`config.mk`:
```
export PLATFORM = sky130hd
export DESIGN_NAME = addsub_pipe
export DESIGN_NICKNAME = d
export VERILOG_FILES = /design/src/rtl/addsub_pkg.sv /design/src/rtl/addsub_chunk.sv /design/src/rtl/addsub_pipe.sv
export SDC_FILE = /design/constraint.sdc
export NUM_CORES = 1
export LEC_CHECK = 0
export ABC_AREA = 1
export CAP_MARGIN = 20
export CORE_ASPECT_RATIO = 0.5
export CORE_MARGIN = 4
export CORE_UTILIZATION = 59
export DETAILED_ROUTE_END_ITERATION = 10
export PLACE_DENSITY_LB_ADDON = 0.05
export SYNTH_ARGS = -nofsm -noshare
export SYNTH_HDL_FRONTEND = slang
export SYNTH_SLANG_ARGS = --single-unit
```
`constraint.sdc`:
```
create_clock -name clk -period 4.3 [get_ports clk]
set_clock_uncertainty 0.15 [all_clocks]
set_input_delay 0.645 -clock clk [delete_from_list [all_inputs] [get_ports clk]]
set_output_delay 0.645 -clock clk [all_outputs]
set_load 0.1 [all_outputs]
```
`src/rtl/addsub_pkg.sv`:
```
// Shared constants, stage-count derivation and per-stage flag record for addsub_pipe.
package addsub_pkg;

  localparam int unsigned DEF_WIDTH = 16;
  localparam int unsigned DEF_CHUNK = 4;

  // Flags carried alongside each stage's data: valid, slice carry-out, signed overflow.
  typedef struct packed {
    logic vld;
    logic cy;
    logic ov;
  } stage_flags_t;

  function automatic int unsigned calc_stages(input int unsigned width, input int unsigned chunk);
    if (chunk == 0 || width < chunk) return 1;
    return width / chunk;
  endfunction

endpackage

```
`src/rtl/addsub_chunk.sv`:
```
// Combinational CHUNK-bit adder slice; also reports the carry into its MSB for overflow detection.
module addsub_chunk #(
  parameter int unsigned N = 4
) (
  input  logic [N-1:0] a,
  input  logic [N-1:0] b,
  input  logic         cin,
  output logic [N-1:0] s,
  output logic         cout,
  output logic         cmsb
);

  assign {cout, s} = (N+1)'(a) + (N+1)'(b) + (N+1)'(cin);
  // sum bit = a ^ b ^ carry-in, so the MSB's incoming carry is recoverable from the result
  assign cmsb = a[N-1] ^ b[N-1] ^ s[N-1];

endmodule

```
`src/rtl/addsub_pipe.sv`:
```
// Pipelined WIDTH-bit adder/subtractor resolving CHUNK bits per stage, valid/ready on both sides.
module addsub_pipe
  import addsub_pkg::*;
#(
  parameter int unsigned WIDTH = DEF_WIDTH,
  parameter int unsigned CHUNK = DEF_CHUNK
) (
  input  logic             clk,
  input  logic             rst_n,
  input  logic             in_valid,
  output logic             in_ready,
  input  logic [WIDTH-1:0] a,
  input  logic [WIDTH-1:0] b,
  input  logic             ci,
  input  logic             sub,
  output logic             out_valid,
  input  logic             out_ready,
  output logic [WIDTH-1:0] sum,
  output logic             co,
  output logic             ovf
);

  localparam int unsigned STAGES = calc_stages(WIDTH, CHUNK);

  if ((CHUNK == 0) || (WIDTH < CHUNK) || ((WIDTH % CHUNK) != 0)) begin : g_bad_cfg
    $error("addsub_pipe: WIDTH must be a non-zero multiple of CHUNK");
  end

  stage_flags_t     fl_q   [STAGES];
  logic [WIDTH-1:0] psum_q [STAGES];
  logic [WIDTH-1:0] ar_q   [STAGES];
  logic [WIDTH-1:0] br_q   [STAGES];
  logic             advance;

  // The whole pipe moves as one; it only stalls when a finished result is not taken.
  assign advance  = !fl_q[STAGES-1].vld || out_ready;
  assign in_ready = advance;

  for (genvar k = 0; k < STAGES; k++) begin : g_stage
    logic             src_vld;
    logic             src_cy;
    logic [WIDTH-1:0] src_psum;
    logic [WIDTH-1:0] src_ar;
    logic [WIDTH-1:0] src_br;
    logic [CHUNK-1:0] s;
    logic             cout;
    logic             cmsb;

    if (k == 0) begin : g_head
      // Subtraction is A + ~B + ~borrow; inverting both here keeps every slice a plain adder.
      assign src_vld  = in_valid;
      assign src_cy   = ci ^ sub;
      assign src_psum = '0;
      assign src_ar   = a;
      assign src_br   = sub ? ~b : b;
    end else begin : g_body
      assign src_vld  = fl_q[k-1].vld;
      assign src_cy   = fl_q[k-1].cy;
      assign src_psum = psum_q[k-1];
      assign src_ar   = ar_q[k-1];
      assign src_br   = br_q[k-1];
    end

    addsub_chunk #(.N(CHUNK)) u_chunk (
      .a    (src_ar[CHUNK-1:0]),
      .b    (src_br[CHUNK-1:0]),
      .cin  (src_cy),
      .s    (s),
      .cout (cout),
      .cmsb (cmsb)
    );

    // Unprocessed operand slices shift down so the next stage always reads the low CHUNK bits.
    always_ff @(posedge clk or negedge rst_n) begin
      if (!rst_n) begin
        fl_q[k]   <= '0;
        psum_q[k] <= '0;
        ar_q[k]   <= '0;
        br_q[k]   <= '0;
      end else if (advance) begin
        fl_q[k]   <= '{vld: src_vld, cy: cout, ov: cout ^ cmsb};
        psum_q[k] <= src_psum | (WIDTH'(s) << (k * CHUNK));
        ar_q[k]   <= src_ar >> CHUNK;
        br_q[k]   <= src_br >> CHUNK;
      end
    end
  end

  assign out_valid = fl_q[STAGES-1].vld;
  assign sum       = psum_q[STAGES-1];
  assign co        = fl_q[STAGES-1].cy;
  assign ovf       = fl_q[STAGES-1].ov;

endmodule

```
==> flow_summary.ini, run 1 <==
[clock_network]
tritoncts = done
ctsHoldBuffers = 0
cts_sinks = 97
cts_resized = 0
clk_latency_ns = 0.33
cts_buffer_depth = 2
post-cts-setup-buffers = 0
clk_pin_slew_worst_paths_ns = 0.06
root_buffer = clkbuf_16
htree_levels = 3
cts_made_buffers = 9

[yosys]
yosysWarningCount = 0
synth_top_area_cell = dfrtp_1
ys_seq_area_frac = 0.541
synth_edf_count = 0
ys_ff_latch = 97
synth_area_um2 = 4490
synth_cells = 471
avgSynthCellArea_um2 = 9.53
synthArstFlopShare = 1.00
synth_top_area_share = 0.541
synthTopCellsByArea = dfrtp_1 (54%), nand2_1 (15%), o21ai_0 (4.8%)
ys_types = 24
postSynthNetCount = 529
synth_top_flop_cell = dfrtp_1

[placement]
pre_cts_ws_ns = 1.28
gp_congestion = 0.757
place_hpwl_um = 5420
postPlaceCellArea_um2 = 4980
port_buffers = 57

[worst_setup_path]
startpoint_type = input pin
arrival_ns = 2.72
required_ns = 4.37
critPathMaxFanout = 17
path_class = in -> reg
reg2reg_from = g_stage[2].src_cy
cp-end-kind = flop
startpoint = sub

[floorplanning]
dieArea_um2 = 9150
rows = 22
start_util = 0.611
dieHeight_um = 69.7
io_pins = 58
die_x_um = 131
core_um2 = 7350

[route]
routed_wl_um = 8160
drt_iter0_drc = 252
vias_per_cell = 4.96
vias = 3062
drc_errors = 0
ant_nets = 0
firstDrtPassIters = 4
avgRoutedWirePerCell_um = 13.2

[layout]
layout_commonest_cell = nand2_1
final_cell_mix = nand2_1 (185), dfrtp_1 (97), clkdlybuf4s50_1 (55)
fin_nets = 578
drive_above_1_share = 0.0768
diodes = 0
synthToLayoutAreaGrowth_pct = 17.1
design_area_um2 = 5260

[global_routing]
overflow = 0
antenna_found_initial = 0
grt_max_degree = 112
grtUsageTotal = 0.201
grt_pass1_wl_um = 14600
grt_pass1_vias = 3088

[power]
switching_share = 0.450
p_leak_nw = 2.57
power.internal_mw = 2.38
switching_power_mw = 1.95
comb_power_share = 0.467
power_density_nw_per_um2 = 825
pwr-share-clk = 0.175
p_seq_frac = 0.358
irDropWorstVdd_mv = 0.332

[min_path]
hold_path.class = in -> async

[sta]
grt_setup_unrepaired = false
slew_viol_final = 0
final.setup.worst_slack_ns = 1.65
max-slew-margin-rel = 0.317
fin_crit_sh = 0.617
tightestPinTransition_ns = 1.02
fmax_ghz = 0.377
hold_viol_final = 0
setup_viol = 0
period_minus_slack_ns = 2.65
fin_tns_setup_ns = 0

[outcome]
status = finished clean

[run]
maxCapViolations = 0
logic make-up (layout without fill, tap and decap cells):
group	Yosys count	in the layout	share of synthesized area
AOI/OAI and AO/OA	67	67	0.0900
and+or+nand+nor	213	213	0.186
adders and majority gates	20	20	0.0691
DFF	97	97	0.541
xor gates and xnor gates	17	17	0.0332
buffers and inverters	57	107	0.0808
final timing paths:
path,slack [ns],end,cells after the start
setup / recovery,1.65,g_stage[1].src_cy,9
max in group asynchronous,2.84,g_stage[2].src_vld,2
hold reg to reg,0.31,out_valid,2
setup reg to reg,2.29,g_stage[3].src_psum[10],7
hold / removal,0.25,sum[9],1
min in group clk,0.31,out_valid,2
power groups by stage:
stage	combinational, mW	clock, mW	sequential, mW
6_report	2.03	0.758	1.55
5_1_grt	2.26	0.811	1.60
4_1_cts	2.05	0.777	1.55
3_5_place_dp	2.03	0	1.56
3_3_place_gp	1.98	0	1.55
2_1_floorplan	1.03	0	2.12
cells in the mapped netlist (3+ instances only):
library cell / n
nand2_1: 185
dfrtp_1: 97
o21ai_0: 43
inv_1: 33
buf_6: 16
nand3_1: 15
o21ai_2: 14
ha_1: 12
xnor2_1: 12
fa_1: 8
nor2_1: 8
xor2_1: 5
a21oi_1: 4
a21oi_2: 3
nor2_2: 3
worst max-delay path: stages:
cell and delay, ns:
clkdlybuf4s50_1 0.45, buf_4 0.26, xor2_1 0.13, fa_1 0.44, fa_1 0.39, nand2_1 0.08
inv_1 0.05, o21ai_0 0.19, a21oi_2 0.08
per-layer routing:
layer | up-vias | part of all wire | GRT usage
met2 | 69 | 0.43 | 0.287
met1 | 1422 | 0.51 | 0.297
met3 | 6 | 0.051 | 0.0688
met4 | 0 | 0.0067 | 0.0466
met5 | - | 0 | 0
li1 | 1565 | - | -
flip-flops by register name (all words and copies together), names as in the netlist:
signal            count
g_stage.src_ar       24
g_stage.src_psum     24
sum                  16
g_stage.src_vld       3
ovf                   1
out_valid             1
co                    1
g_stage.src_cy        3
g_stage.src_br       24
final cells by class:
type	count	area, µm²
sequential	97	2430
clock inverter	1	30.0
tap	96	120
multi-input combinational	317	1700
inverter	34	128
clock buffer	11	243
fill	573	2090
timing repair buffer	61	608
metrics by stage:
step / hold slack (ns) / util / total power [mW] / cells
floorplan: 0.199 / - / 3.15 / 471
global placement: 0.280 / 0.678 / 3.53 / 605
detailed placement: 0.302 / 0.678 / 3.59 / 605
CTS: 0.281 / 0.715 / 4.37 / 617
global route: 0.318 / 0.715 / 4.68 / 617
finish: 0.253 / 0.715 / 4.34 / 617
Note: power is estimated with default switching activity, not from simulation.
==> run 2, diff against run 1 <==
Settings changed: CORE_UTILIZATION 59 to 50.
Clock period 4.3 ns to 2.4 ns, I/O delays scaled along.
==> run 2 against run 1 <==
Compared with the run above: cell count rose by 5.2%; critical path type unchanged; largest power group unchanged; critical path depth fell by 1; combinational power increased by 80%; die area is 16% higher; via count shrank 0.78%; clock power up 86%; sequential power is 78% higher; worst hold slack improved by 0.051 ns.
==> flow_summary.ini, run 2 (synthesis gave the netlist of run 1 again) <==
[sta]
grt_setup_unrepaired = false
fin_hold_ws_ns = 0.304
fin_tns_setup_ns = 0
max-slew-margin-rel = 0.650
fin_crit_sh = 0.916
tightestPinTransition_ns = 0.526
setup_viol = 0
final.setup.worst_slack_ns = 0.202
fmax_ghz = 0.455
slew_viol_final = 0
period_minus_slack_ns = 2.20
hold_viol_final = 0

[floorplanning]
start_util = 0.514
rows = 24
die_x_um = 142
dieArea_um2 = 10700
dieHeight_um = 75
core_um2 = 8740
io_pins = 58

[layout]
drive_above_1_share = 0.126
synthToLayoutAreaGrowth_pct = 19.0
utilization = 0.612
layout_commonest_cell = nand2_1
diodes = 0
fin_nets = 585
final_cell_mix = nand2_1 (185), dfrtp_1 (97), o21ai_0 (43)

[route]
ant_nets = 0
firstDrtPassIters = 4
avgRoutedWirePerCell_um = 12.9
drt_iter0_drc = 194
vias_per_cell = 4.68
routed_wl_um = 8360
vias = 3038
drc_errors = 0

[global_routing]
grt_pass1_wl_um = 14400
grt_pass1_vias = 2873
overflow = 0
grtUsageTotal = 0.175
antenna_found_initial = 0
grt_max_degree = 59

[worst_setup_path]
path_cells = clkdlybuf4s50_1, xor2_1, fa_1, fa_1, nand2_1, inv_1, o21ai_0, a21oi_2
crit_path_max_incr_delay_ns = 0.47
path_delay_family = adder cells
required_ns = 2.47
path_class = in -> reg
startpoint_type = input pin
cpMostUsedCell = fa_1
arrival_ns = 2.27
cp-end-kind = flop
slowest_stage = clkdlybuf4s50_1
critPathMaxFanout = 3
crit_buf_inv = 2

[clock_network]
clk_pin_slew_worst_paths_ns = 0.06
tritoncts = done
htree_levels = 3
clk_latency_ns = 0.34
root_buffer = clkbuf_16
cts_sinks = 97
cts_made_buffers = 9
post-cts-setup-buffers = 0
cts_buffer_depth = 2

[outcome]
status = finished clean

[placement]
pre_cts_ws_ns = -0.186
place_hpwl_um = 5830
gp_congestion = 0.825
port_buffers = 57

[power]
power_density_nw_per_um2 = 1460
p_leak_nw = 2.64
irDropWorstVdd_mv = 0.848

[min_path]
hold_path.class = reg -> reg

[run]
maxCapViolations = 0
run 2: cell count changes in the layout (fill, tap and decap cells not counted):
cell             previous run  this run
dlygate4sd3_1               0         1
clkdlybuf4s50_1            55        36
buf_4                       5        27
clkbuf_1                    1         3
clkinv_2                    0         2
buf_12                      1         4
run 2: report_power, final:
group,internal (mW),switching [mW]
Clock,0.834,0.577
Combinational,1.09,2.56
Sequential,2.36,0.401
run 2: path summary, 6_finish.rpt:
| check | startpoint | endpoint | slack [ns] | cells after the start |
|---|---|---|---|---|
| max in group asynchronous | rst_n | out_valid | 1.05 | 3 |
| min reg2reg | g_stage[3].src_vld | out_valid | 0.30 | 2 |
| min in group asynchronous | rst_n | sum[4] | 0.40 | 2 |
| max | sub | g_stage[1].src_cy | 0.20 | 8 |
| max reg2reg | g_stage[2].src_cy | g_stage[3].src_cy | 0.43 | 6 |
| min | g_stage[3].src_vld | out_valid | 0.30 | 2 |
run 2: repair_timing:
| action | in CTS | in global routing |
|---|---|---|
| endpoints found under the setup margin | 0 | 0 |
| hold buffers | 1 | 0 |
| hold endpoints to repair | 39 | 0 |
| resized for setup | 0 | 0 |
run 2: area by class of cell:
class | instances | area, µm²
Tap cell | 117 | 146
Inverter | 34 | 128
Multi-Input combinational cell | 317 | 1700
Sequential cell | 97 | 2430
Clock inverter | 3 | 40.0
Fill cell | 764 | 3390
Clock buffer | 13 | 250
Timing Repair Buffer | 68 | 653
run 2: metrics by stage:
| step | power (mW) | instances | cell area (µm²) |
|---|---|---|---|
| 2_1_floorplan | 5.65 | 471 | 4490 |
| 3_3_place_gp | 6.38 | 632 | 5040 |
| 3_5_place_dp | 6.45 | 632 | 5040 |
| 4_1_cts | 7.90 | 649 | 5340 |
| 5_1_grt | 8.43 | 649 | 5340 |
| 6_report | 7.82 | 649 | 5340 |
run 2: routing by layer:
layer,global-route usage,up-vias,wire length [µm]
li1,-,1589,-
met1,0.283,1381,4670
met2,0.220,61,3170
met3,0.0565,7,448
met4,0.0415,0,72
met5,0,-,0
run 2: worst register-to-register path, cell delays in order (launching register included):
cell and delay (ns):
dfrtp_1 0.45, fa_1 0.49, fa_1 0.39, nand2_1 0.07, inv_1 0.05, o21ai_0 0.20
a21oi_2 0.07
==> run 3, diff against run 2 <==
Settings changed: CELL_PAD_IN_SITES_DETAIL_PLACEMENT set to 1, CELL_PAD_IN_SITES_GLOBAL_PLACEMENT set to 2, CORE_UTILIZATION 50 to 31, GPL_ROUTABILITY_DRIVEN set to 0.
==> run 3 against run 2 <==
Compared with the run above: maximum frequency is 2.6% lower; via count is 1.9% higher; power is 2.5% higher; worst hold slack better by 0.0069 ns; global-route usage is 3.9 points lower; sequential share of layout area is 1.1 points lower; non-clock buffer count is 1 lower; largest cell class unchanged; highest routed layer unchanged; sequential power hardly changed.
==> flow_summary.ini, run 3 (synthesis gave the netlist of run 1 again) <==
[global_routing]
antenna_found_initial = 0
grt_max_degree = 82
grt_pass1_vias = 3291
overflow = 0
grtUsageTotal = 0.136
grt_pass1_wl_um = 17600

[sta]
grt_setup_unrepaired = false
period_minus_slack_ns = 2.26
hold_viol_final = 0
final.setup.worst_slack_ns = 0.143
slew_viol_final = 0
tightestPinTransition_ns = 0.376
fmax_ghz = 0.443
setup_viol = 0
max-slew-margin-rel = 0.747
fin_crit_sh = 0.940

[worst_setup_path]
cp-end-kind = flop
path_class = in -> reg
arrival_ns = 2.32
critPathMaxFanout = 3
required_ns = 2.47
startpoint_type = input pin

[power]
switching_power_mw = 3.63
pwr-share-clk = 0.194
irDropWorstVdd_mv = 0.364
switching_share = 0.453
p_leak_nw = 2.65
power.internal_mw = 4.38
comb_power_share = 0.461
power_density_nw_per_um2 = 1460
p_seq_frac = 0.345

[route]
avgRoutedWirePerCell_um = 14.1
drc_errors = 0
routed_wl_um = 10200
vias = 3097
vias_per_cell = 4.29
drt_iter0_drc = 193
firstDrtPassIters = 4
ant_nets = 0

[clock_network]
clk_pin_slew_worst_paths_ns = 0.07
tritoncts = done
cts_made_buffers = 9
cts_resized = 0
post-cts-setup-buffers = 0
clk_latency_ns = 0.34
htree_levels = 3
cts_sinks = 97
root_buffer = clkbuf_16
cts_buffer_depth = 2

[layout]
final_cell_mix = nand2_1 (185), dfrtp_1 (97), o21ai_0 (43)
synthToLayoutAreaGrowth_pct = 21.9
diodes = 0
layout_commonest_cell = nand2_1
drive_above_1_share = 0.128
utilization = 0.395
fin_nets = 584

[floorplanning]
dieArea_um2 = 16600
core_um2 = 13900
io_pins = 58
die_x_um = 178
dieHeight_um = 93.1
start_util = 0.324
rows = 30

[placement]
port_buffers = 57
place_hpwl_um = 7090
pre_cts_ws_ns = -0.258

[outcome]
status = finished clean

[min_path]
hold_path.class = in -> async

[run]
maxCapViolations = 0
[run 3: cell types whose count changed in the layout (fill, tap and decap cells not counted)]
cell / change
clkbuf_1: -3
clkinvlp_4: +2
buf_4: -2
clkinv_2: -1
buf_12: +1
bufinv_16: +1
[run 3: what timing repair did]
item                                   CTS  global route
setup endpoints to repair                0             0
hold buffers                             1             0
endpoints found under the hold margin   20             0
[run 3: worst paths after layout]
path	from	slack (ns)	end	depth (start not counted)
setup / recovery	sub	0.14	g_stage[1].src_cy	8
hold / removal	rst_n	0.31	sum[9]	2
setup reg to reg	g_stage[1].src_cy	0.41	g_stage[2].src_cy	6
hold reg to reg	g_stage[3].src_vld	0.32	out_valid	2
max in group asynchronous	rst_n	1.20	g_stage[1].src_ar[1]	3
min in group clk	g_stage[3].src_vld	0.32	out_valid	2
[run 3: layout make-up]
class / count / area (µm²)
Fill cell: 1570 / 8380
Sequential cell: 97 / 2430
Multi-Input combinational cell: 317 / 1700
Timing Repair Buffer: 67 / 658
Tap cell: 192 / 240
Clock buffer: 10 / 239
Inverter: 34 / 128
Clock inverter: 5 / 80.1
[run 3: critical path: stages]
cell	delay [ns]
clkdlybuf4s50_1	0.48
xor2_1	0.21
fa_1	0.44
fa_1	0.41
nand2_1	0.08
inv_1	0.04
o21ai_0	0.22
a21oi_2	0.08
[run 3: per-stage QoR]
step	total power, mW	TNS, ns	instances	instance area (µm²)	hold slack, ns
finish	8.01	0	722	5470	0.311
global route	8.74	0	722	5470	0.334
CTS	8.16	0	722	5470	0.314
detailed placement	6.55	-0.432	706	5140	0.138
global placement	6.50	-0.311	706	5140	0.136
floorplan	5.65	0	471	4490	-0.0856
[run 3: power by group through the flow]
stage          Sequential (mW)  Combinational, mW  Clock [mW]
2_1_floorplan             3.80               1.85           0
6_report                  2.77               3.69        1.55
3_5_place_dp              2.81               3.74           0
5_1_grt                   2.88               4.18        1.68
4_1_cts                   2.78               3.77        1.61
3_3_place_gp              2.79               3.71           0
[run 3: routing by layer]
layer,track usage,vias to the layer above,part of all wire
li1,-,1581,-
met1,0.223,1451,0.59
met2,0.171,58,0.35
met3,0.0347,7,0.047
met4,0.0306,0,0.0095
met5,0,-,0
